===== src/rtl/axi4_stream_pkg.sv =====
// axi4_stream_pkg: default widths and sizing helpers shared by the AXI4-Stream FIFO files
package axi4_stream_pkg;
    localparam int N_DEF = 1;
    localparam int I_DEF = 1;
    localparam int D_DEF = 1;
    localparam int U_DEF = 1;
    function automatic int payload_bits(int n, int i, int d, int u);
        return 10 * n + i + d + u + 1;
    endfunction
    function automatic int clog2_depth(int depth);
        return $clog2(depth);
    endfunction
endpackage


===== src/rtl/axi4_stream_fifo_mem.sv =====
// axi4_stream_fifo_mem: simple dual-port storage, synchronous write, asynchronous read
module axi4_stream_fifo_mem
    import axi4_stream_pkg::*;
#(
    parameter int W = 11,
    parameter int DEPTH = 16,
    localparam int AW = clog2_depth(DEPTH)
) (
    input  logic          clk,
    input  logic          we,
    input  logic [AW-1:0] waddr,
    input  logic [W-1:0]  wdata,
    input  logic [AW-1:0] raddr,
    output logic [W-1:0]  rdata
);
    logic [W-1:0] mem [DEPTH];
    always_ff @(posedge clk)
        if (we) mem[waddr] <= wdata;
    assign rdata = mem[raddr];
endmodule


===== src/rtl/axi4_stream_fifo.sv =====
// axi4_stream_fifo: first-word fall-through AXI4-Stream FIFO with optional store-and-forward release
module axi4_stream_fifo
    import axi4_stream_pkg::*;
#(
    parameter int N = N_DEF,
    parameter int I = I_DEF,
    parameter int D = D_DEF,
    parameter int U = U_DEF,
    parameter int DEPTH = 16,
    parameter int PACKET_MODE = 0,
    localparam int AW = clog2_depth(DEPTH),
    localparam int CW = AW + 1
) (
    input  logic          ACLK,
    input  logic          ARESET,
    input  logic          S_TVALID,
    output logic          S_TREADY,
    input  logic [8*N-1:0] S_TDATA,
    input  logic [N-1:0]  S_TSTRB,
    input  logic [N-1:0]  S_TKEEP,
    input  logic [I-1:0]  S_TID,
    input  logic [D-1:0]  S_TDEST,
    input  logic [U-1:0]  S_TUSER,
    input  logic          S_TLAST,
    output logic          M_TVALID,
    input  logic          M_TREADY,
    output logic [8*N-1:0] M_TDATA,
    output logic [N-1:0]  M_TSTRB,
    output logic [N-1:0]  M_TKEEP,
    output logic [I-1:0]  M_TID,
    output logic [D-1:0]  M_TDEST,
    output logic [U-1:0]  M_TUSER,
    output logic          M_TLAST,
    output logic [CW-1:0] LEVEL,
    output logic [CW-1:0] PKT_LEVEL
);
    localparam int W = payload_bits(N, I, D, U);
    logic [CW-1:0] wptr, rptr, level, pkt_level;
    logic in_flight, full, avail, push, pop;
    logic [W-1:0] wdata, rdata;
    assign full = level == CW'(DEPTH);
    assign S_TREADY = !ARESET && !full;
    // full release keeps packets longer than DEPTH flowing; in_flight holds a started packet open
    assign avail = level != '0 && (PACKET_MODE == 0 || pkt_level != '0 || full || in_flight);
    assign M_TVALID = !ARESET && avail;
    assign push = S_TVALID && S_TREADY;
    assign pop = M_TVALID && M_TREADY;
    assign wdata = {S_TDATA, S_TSTRB, S_TKEEP, S_TID, S_TDEST, S_TUSER, S_TLAST};
    assign {M_TDATA, M_TSTRB, M_TKEEP, M_TID, M_TDEST, M_TUSER, M_TLAST} = ARESET ? '0 : rdata;
    assign LEVEL = ARESET ? '0 : level;
    assign PKT_LEVEL = ARESET ? '0 : pkt_level;
    axi4_stream_fifo_mem #(.W(W), .DEPTH(DEPTH)) u_mem (
        .clk(ACLK),
        .we(push),
        .waddr(wptr[AW-1:0]),
        .wdata(wdata),
        .raddr(rptr[AW-1:0]),
        .rdata(rdata)
    );
    always_ff @(posedge ACLK)
        if (ARESET) begin
            wptr <= '0;
            rptr <= '0;
            level <= '0;
            pkt_level <= '0;
            in_flight <= 1'b0;
        end else begin
            wptr <= wptr + CW'(push);
            rptr <= rptr + CW'(pop);
            level <= level + CW'(push) - CW'(pop);
            pkt_level <= pkt_level + CW'(push && S_TLAST) - CW'(pop && rdata[0]);
            if (pop) in_flight <= !rdata[0];
        end
    always_ff @(posedge ACLK)
        if (!ARESET) assert (level == wptr - rptr);
endmodule

===== config.mk =====
export PLATFORM = sky130hd
export DESIGN_NAME = axi4_stream_fifo
export DESIGN_NICKNAME = d
export VERILOG_FILES = /design/src/rtl/axi4_stream_pkg.sv /design/src/rtl/axi4_stream_fifo_mem.sv /design/src/rtl/axi4_stream_fifo.sv
export SDC_FILE = /design/constraint.sdc
export NUM_CORES = 1
export LEC_CHECK = 0
export ABC_AREA = 1
export BUFFER_PORTS_ARGS = -buffer_cell sky130_fd_sc_hd__buf_2
export CAP_MARGIN = 20
export CORE_UTILIZATION = 35
export DETAILED_ROUTE_END_ITERATION = 8
export PLACE_DENSITY = 0.52
export SYNTH_ARGS = -nofsm -noshare
export SYNTH_HDL_FRONTEND = slang
export SYNTH_SLANG_ARGS = --single-unit

===== constraint.sdc =====
create_clock -name ACLK -period 4.9 [get_ports ACLK]
set_input_delay 0.735 -clock ACLK [delete_from_list [all_inputs] [get_ports ACLK]]
set_output_delay 0.735 -clock ACLK [all_outputs]
set_load 0.1 [all_outputs]

* Yosys cells after proc, flatten, opt, wreduce, memory -nomap -nowiden *
Memory sizes are Yosys's and may differ from the RTL's. A register that Yosys moved wholly into a read port is not among the register bits.
Cells that the tools add are included.
Widths: inputs -> output; s select.

word-level totals
  bits in read-only memories = 0
  output and inout port bits = 26
  bits of input ports = 18
  logic and storage cells = 27
  memories = 1
  latch bits = 0
  register bits = 20
  RAM bits = 224

memories
  memory     words  width  read ports  clocked after Yosys merged registers in  write ports  line                        text
  u_mem.mem  16     14     1           1                                        1            axi4_stream_fifo_mem.sv:16  logic [W-1:0] mem [DEPTH];

operators by class
  muxes and demuxes = 6
  reductions and logical operators = 9
  bitwise gates (word level) = 0
  add/subtract/negate cells = 6
  multiply operators = 0
  shift-type cells = 0
  magnitude comparators = 0
  div/mod/pow operators = 0
  equal/unequal tests = 1

operators by type and width
  operator            number
  $add 5x1->5         4
  $mux 14             1
  $mux 5              2
  $sub 5x1->5         2
  $logic_and 1x1->1   6
  $eq 5x5->1 const B  1
  $reduce_bool 5->1   1
  $mux 4              1
  $logic_not 1->1     2
  $mux 1              2

* Depth between registers and ports, before layout *
Gate-level depths: netlist of the first run.

  depth after elaboration = 7
  depth in mapped cells = 19
  mapped depth without buffers = 17

* By module *
Synthesis of the first run repeated with hierarchy kept, for this count alone.

unflattened totals
  cells, all modules = 1109
  area, all modules = 10940.5 um^2

by module, submodules not included
  module                area an instance (um^2)  instances  cells each  sequential area each (um^2)
  axi4_stream_fifo_mem  9705.6                   1          929         6726.5
  axi4_stream_fifo      1234.9                   1          180         360.3

* Least setup slack after synthesis of the first run *
No wires, ideal clock.

  path kind = input -> register
  from = input ARESET
  to = register level[4]
  library setup time = 70 ps
  cell stages on the path = 15
  required time = 4830 ps
  slack = 614 ps
  data arrival time = 4216 ps
  buffers on the path = 2
  cell sequence = buf_2 a21oi_1 and2_1 buf_4 inv_1 ha_1 inv_1 ha_1 inv_1 fa_1 nor2_1 nor2_1 o21bai_1 o21ai_0 a21oi_1

between the ends
  cells in the longest elaborated chain, start to end = 5
  elaborated cells between the ends (all ways) = 7
  classes of those cells = add/sub (2); reduce/logical (5)

ends and longest elaborated chain
  element               line                    text
  from (decl)           axi4_stream_fifo.sv:15  input logic ARESET,
  $logic_not 1->1       --
  $logic_and 1x1->1     axi4_stream_fifo.sv:42  assign S_TREADY = !ARESET && !full;
  net S_TREADY          axi4_stream_fifo.sv:17  output logic S_TREADY,
  $logic_and 1x1->1     axi4_stream_fifo.sv:46  assign push = S_TVALID && S_TREADY;
  $add 5x1->5           axi4_stream_fifo.sv:70  level <= level + CW'(push) - CW'(pop);
  $sub 5x1->5           axi4_stream_fifo.sv:70
  to (signal assigned)  axi4_stream_fifo.sv:70
  to (decl)             axi4_stream_fifo.sv:38  logic [CW-1:0] wptr, rptr, level, pkt_level;

The timed path passes the listed nets, and every way through them passes these cells.
A chain may end at the register's enable or synchronous reset.

==> results of run 1 <==
==> cells by family after synthesis <==
kind of cell | Yosys count
AO/OA/AOI/OAI | 33
XOR/XNOR | 4
adder cells (fa/ha/maj) | 17
buffers and inverters | 189
flip-flops | 242
AND/OR/NAND/NOR | 537
==> worst max path at each step <==
stage,depth (start not counted),startpoint,slack [ps],endpoint
2_1_floorplan,15,ARESET,610,level[4]
3_3_place_gp,14,rptr[2],1400,pkt_level[4]
3_5_place_dp,14,rptr[2],1360,pkt_level[4]
4_1_cts,5,rptr[2],830,M_TDATA[1]
5_1_grt,5,rptr[2],730,M_TDATA[1]
6_report,5,rptr[2],830,M_TDATA[1]
==> layer usage <==
metal | vias up | wire length [µm] | track usage
met5 | - | 11 | 0
met4 | 2 | 480 | 0.0431
met3 | 38 | 1460 | 0.0264
met2 | 180 | 11800 | 0.272
met1 | 3379 | 12400 | 0.252
li1 | 3418 | - | -
==> worst max-delay path: stages (launching register included) <==
cell and delay, ps:
sky130_fd_sc_hd__dfxtp_1 970, sky130_fd_sc_hd__inv_2 590, sky130_fd_sc_hd__nand3_1 240, sky130_fd_sc_hd__nand3_1 100
sky130_fd_sc_hd__a21oi_1 390, sky130_fd_sc_hd__buf_2 510
==> flip-flops by register name (all words and copies together) (netlist names) <==
signal,cells
u_mem.mem,224
pkt_level,5
wptr,4
level,5
rptr,4
==> through the flow <==
stage / std cells / hold WS (ps) / cell area, µm²
after floorplan: 1022 / 490 / 10600
after global placement: 1420 / 524 / 11100
after detailed placement: 1423 / 522 / 11200
after CTS: 1473 / 531 / 12100
after global routing: 1474 / 569 / 12100
final: 1474 / 529 / 12100
==> layout by cell type (no fill, tap or decap), types with 3 or more instances in the layout <==
master and n:
sky130_fd_sc_hd__a21oi_1 24, sky130_fd_sc_hd__buf_2 43, sky130_fd_sc_hd__buf_4 14, sky130_fd_sc_hd__buf_8 4
sky130_fd_sc_hd__bufinv_16 3, sky130_fd_sc_hd__clkbuf_1 5, sky130_fd_sc_hd__clkbuf_16 28, sky130_fd_sc_hd__clkbuf_8 3
sky130_fd_sc_hd__clkinv_1 4, sky130_fd_sc_hd__clkinv_2 4, sky130_fd_sc_hd__dfxtp_1 16, sky130_fd_sc_hd__edfxtp_1 224
sky130_fd_sc_hd__ha_1 15, sky130_fd_sc_hd__inv_1 137, sky130_fd_sc_hd__nand2_1 341, sky130_fd_sc_hd__nand3_1 150
sky130_fd_sc_hd__nor2_1 29, sky130_fd_sc_hd__nor2_2 16, sky130_fd_sc_hd__o21ai_0 7, sky130_fd_sc_hd__xnor2_1 3
==> cell type report <==
class                           instances  area share
Sequential cell                       242       0.587
Clock inverter                         14      0.0122
Timing Repair Buffer                   61      0.0315
Multi-Input combinational cell        591       0.222
Clock buffer                           36      0.0630
Tap cell                              390      0.0404
Inverter                              140      0.0437
==> power by group <==
group	internal [µW]	switching, µW
logic	268	828
clock network	1250	807
registers	2320	59.0
==> impl_metrics.tcl, run 1 <==
set metrics [dict create \
    finish.utilization 0.407 \
    final_period_minus_worst_setup_slack_ps 4070 \
    route.vias.total 7017 \
    hold_path_class "reg -> reg" \
    tritoncts_clock_tree "yes" \
    synth_top_cells_by_area "sky130_fd_sc_hd__edfxtp_1 64%, sky130_fd_sc_hd__nand2_1 12%, sky130_fd_sc_hd__nand3_1 7.1%, sky130_fd_sc_hd__inv_1 4.9%, sky130_fd_sc_hd__dfxtp_1 3.4%" \
    final_clock_skew_ps 6.57 \
    final_layout_size_suffix_gt1_frac 0.113 \
    synth_commonest_cells "341 x sky130_fd_sc_hd__nand2_1, 224 x sky130_fd_sc_hd__edfxtp_1, 150 x sky130_fd_sc_hd__nand3_1" \
    synth.lib_cells_used.distinct 23 \
    global_route.overflow_total 0 \
    power_uw 5520 \
    cts_root_buf "sky130_fd_sc_hd__clkbuf_16" \
    finalWirelength_mm 26.1 \
    synth-main-ff-cell "sky130_fd_sc_hd__edfxtp_1" \
    worst_ep_required_time_ps 4160 \
    drtPass1Iterations 5 \
    cts_buf_count 27 \
    dp_hpwl_mm 15.2 \
    synth.largest_area_cell "sky130_fd_sc_hd__edfxtp_1" \
    synth.cell_area_um2 10600 \
    grt_first_pass_wirelength_mm 40.3 \
    timing.final.setup_violations 0 \
    asyncSetResetFlopFracSynth 0 \
    design.final.nets 1098 \
    drt-vias-per-instance 4.76 \
    placement_rows 63 \
    worst_r2r_path_depth 14 \
    clock_sinks 242 \
    rsz_0062_raised_after_global_routing "no" \
    ir_drop_worst_case_vdd_uv 329 \
    pwr_per_cell_area_nw_per_um2 457 \
    timing.critical_path.from_type "flip-flop" \
    first_global_vias 6832 \
    synth-compound-area-share 0.0160 \
    most_frequent_cell_after_synthesis "sky130_fd_sc_hd__nand2_1" \
    synth_sequential_area_ratio 0.671 \
    pin_count_of_the_biggest_net_entering_global_routing 62 \
    die_height_um 176 \
    synthToLayoutAreaGrowth_pct 14.3 \
    synth.yosys.warnings 0 \
    r2r-end "pkt_level[4]" \
    dieArea_um2 30900 \
    first_iter_violations 525 \
    synth.net_count 1057 \
    floorplan.io_pins 44 \
    number_of_instances_in_the_synthesized_netlist 1022 \
    layout.filler_cells 2963 \
    total_leakage_power_uw 0.00497 \
    synth-edff-count 224 \
    multi_input_comb_area_um2 2680 \
    syn_avg_cell_area_um2 10.3 \
    hold_path_startpoint "wptr[3]" \
    ant_nets 0 \
    die_outline_width_um 176 \
    timing.fmax_mhz 246 \
    clock_tree.htree_level_count 1 \
    synth_top_family_by_area "simple AND/OR/NAND/NOR gates" \
    worst_hold_path.num_cells 2 \
    timing_worst_setup_path_type "reg -> out" \
    clk_transition_reported_paths_ps 60 \
    yosysTopAreaCellShare 0.637 \
    run_status "finished, final reports clean" \
    clk_path_buf_depth 3 \
    synth_xor_area_frac 0.00332 \
    post_synth_mux_area_share 0 \
    min_period_over_period 0.830 \
    clkLatencyLatePin_ps 530 \
    drt_drc_violations_left 0 \
    worstSetupEndpointType "output port" \
    slew_headroom 0.273 \
    worstHoldEndpoint "wptr[3]" \
    grtUsageTotal 0.174 \
    setup.reg_to_reg.worst_slack_ps 1340 \
    critical_path.reg2reg.startpoint "rptr[2]" \
    ys_seq_elements 242 \
    port_buffers 43 \
    floorplan.initialDensity 0.356 \
    setup_slack_of_the_critical_path_after_layout_ps 833 \
    coreArea_um2 29600 \
    drv_cap 0 \
    setup_total_negative_slack_ps 0 \
    seq_cell_area_um2 7090 \
    antenna_found_initial 1 \
    number_of_instances_resized_during_post_cts_repair 0 \
    cts_hold_buffers 0 \
    wire_per_inst_um 17.7 \
    insertedDiodeCount 0 \
    finalMaxSlewViolations 0 \
    pre_cts_slack_ps 1360 \
    hold_violation_total_from_the_final_report 0 \
    post-cts-setup-buffer-count 0 \
    worst-path-max-fanout 28 \
    arrival_ps 3330 \
    worst_slew_pin_slew_ps 1090 \
    yosys.area_share.adder 0.0216 \
    gp_congestion 0.732 \
    post_synth_and_or_nand_nor_area_fraction 0.209 \
]
Power figures use the tool's default switching activity.
==> inputs of run 2 (changes only) <==
- PLACE_DENSITY: 0.52 -> 0.54
- clock period: 4.9 -> 3.55 ns (I/O delays scaled with it)
==> run 2 against run 1 <==
  * Total power increased by 37%
  * Utilization up 0.65 points
  * Hold slack worse by 130 ps
  * First-iteration DRC count grew 25%
  * Cell count is 0.41% higher
  * Global-route usage down 0.26 points
  * Non-clock buffer count grew 7
  * Flip-flop and latch count unchanged
  * Sequential share of layout area shrank 0.93 points
  * Design area grew 1.6%
  * Critical path depth increased by 4
  * Critical endpoint is now M_TKEEP
  * Largest cell class unchanged
  * Largest power group unchanged
  * Highest routed layer is now met4
==> impl_metrics.tcl, run 2 (synthesized netlist as in run 1, its figures left out) <==
set metrics [dict create \
    run_status "finished, final reports clean" \
    slew_headroom 0.525 \
    clkLatencyLatePin_ps 530 \
    route.vias.total 7014 \
    pwr_per_cell_area_nw_per_um2 616 \
    layout_common_cells "341 x sky130_fd_sc_hd__nand2_1, 224 x sky130_fd_sc_hd__edfxtp_1, 150 x sky130_fd_sc_hd__nand3_1" \
    ant_nets 0 \
    tritoncts_clock_tree "yes" \
    arrival_ps 2800 \
    place_area_um2 11400 \
    timing.critical_path.from_type "flip-flop" \
    synthToLayoutAreaGrowth_pct 16.2 \
    layout.cell_area.non_filler_um2 12300 \
    critical_path.reg2reg.startpoint "rptr[1]" \
    setup.reg_to_reg.worst_slack_ps 640 \
    cts_root_buf "sky130_fd_sc_hd__clkbuf_16" \
    pin_count_of_the_biggest_net_entering_global_routing 82 \
    largestRegisters "u_mem.mem x224, level x5, pkt_level x5" \
    clk_path_buf_depth 3 \
    drv_cap 0 \
    finalWirelength_mm 25.7 \
    stdcell_count 1480 \
    placement_rows 63 \
    post-cts-setup-buffer-count 0 \
    ir_drop_worst_case_vdd_uv 425 \
    global_route.overflow_total 0 \
    drt-vias-per-instance 4.74 \
    first_global_vias 6697 \
    setup_total_negative_slack_ps 0 \
    grtUsageTotal 0.171 \
    port_buffers 43 \
    die_height_um 176 \
    worst_ep_required_time_ps 3020 \
    worst-path-max-fanout 80 \
    final_layout_size_suffix_gt1_frac 0.118 \
    hold_path_class "in -> reg" \
    floorplan.initialDensity 0.356 \
    gp_congestion 0.781 \
    first_iter_violations 654 \
    clock_sinks 242 \
    clk_transition_reported_paths_ps 60 \
    cts_hold_buffers 0 \
    floorplan.io_pins 44 \
    worstSetupEndpointType "output port" \
    largest_register_ff_count 224 \
    max_flop_register "u_mem.mem" \
    pre_cts_slack_ps 673 \
    antenna_found_initial 1 \
    finalMaxSlewViolations 0 \
    drt_drc_violations_left 0 \
    grt_first_pass_wirelength_mm 40.0 \
    mostFrequentLayoutCell "sky130_fd_sc_hd__nand2_1" \
    die_outline_width_um 176 \
    placed_cells 1431 \
    setup_slack_of_the_critical_path_after_layout_ps 215 \
    worst_slew_pin_slew_ps 711 \
    hold_violation_total_from_the_final_report 0 \
    dp_hpwl_mm 14.5 \
    worstHoldEndpoint "u_mem.mem[9][8]" \
    clock_tree.htree_level_count 1 \
    number_of_instances_resized_during_post_cts_repair 0 \
    dieArea_um2 30900 \
    hold_path_startpoint "S_TDATA[2]" \
    min_period_over_period 0.940 \
    wire_per_inst_um 17.3 \
    final_period_minus_worst_setup_slack_ps 3340 \
    timing_worst_setup_path_type "reg -> out" \
    worst_r2r_path_depth 15 \
    coreArea_um2 29600 \
    final_clock_skew_ps 12.4 \
    timing.fmax_mhz 300 \
    timing.final.setup_violations 0 \
    worst_hold_path.num_cells 1 \
    cts_buf_count 26 \
    drtPass1Iterations 7 \
    r2r-end "pkt_level[4]" \
    total_leakage_power_uw 0.00503 \
    rsz_0062_raised_after_global_routing "no" \
    power_uw 7560 \
    design.final.nets 1104 \
]
[run 2: worst max path at each step]
stage | startpoint | end
3_3_place_gp | rptr[0] | pkt_level[4]
6_report | rptr[0] | M_TKEEP
2_1_floorplan | level[2] | level[4]
4_1_cts | rptr[0] | M_TDATA[2]
3_5_place_dp | rptr[0] | pkt_level[4]
5_1_grt | rptr[0] | M_TDEST
[run 2: final cells by class]
type | count | area [µm²]
Clock buffer | 33 | 718
Antenna cell | 1 | 2.50
Clock inverter | 15 | 119
Inverter | 140 | 528
Multi-Input combinational cell | 591 | 2690
Timing Repair Buffer | 68 | 636
Tap cell | 390 | 488
Sequential cell | 242 | 7090
Fill cell | 2855 | 17400
[run 2: power breakdown]
| group | total [µW] | switching, µW | leakage (µW) | internal (µW) |
|---|---|---|---|---|
| Sequential | 3280 | 81.0 | 0.00217 | 3200 |
| Clock | 2650 | 1080 | 0.000411 | 1570 |
| Combinational | 1630 | 1170 | 0.00246 | 457 |
[run 2: per-stage QoR]
stage,hold slack [ps],utilization
6_report,400,0.414
5_1_grt,391,0.414
4_1_cts,376,0.414
3_5_place_dp,522,0.386
3_3_place_gp,516,0.386
2_1_floorplan,491,-
[run 2: worst max-delay path, cell delays in order, from the launching register on]
cell	delay (ps)
sky130_fd_sc_hd__dfxtp_4	470
sky130_fd_sc_hd__inv_4	330
sky130_fd_sc_hd__buf_12	380
sky130_fd_sc_hd__nand2_1	100
sky130_fd_sc_hd__nand2_1	70
sky130_fd_sc_hd__nand2_1	40
sky130_fd_sc_hd__nand3_1	100
sky130_fd_sc_hd__nand3_1	80
sky130_fd_sc_hd__a21oi_1	410
sky130_fd_sc_hd__buf_12	240
[run 2: layer usage]
metal | up-vias | wire, µm | global-route usage
li1 | 3428 | - | -
met5 | - | 0 | 0
met3 | 33 | 1490 | 0.0253
met2 | 207 | 11800 | 0.280
met4 | 0 | 502 | 0.0431
met1 | 3346 | 11900 | 0.238
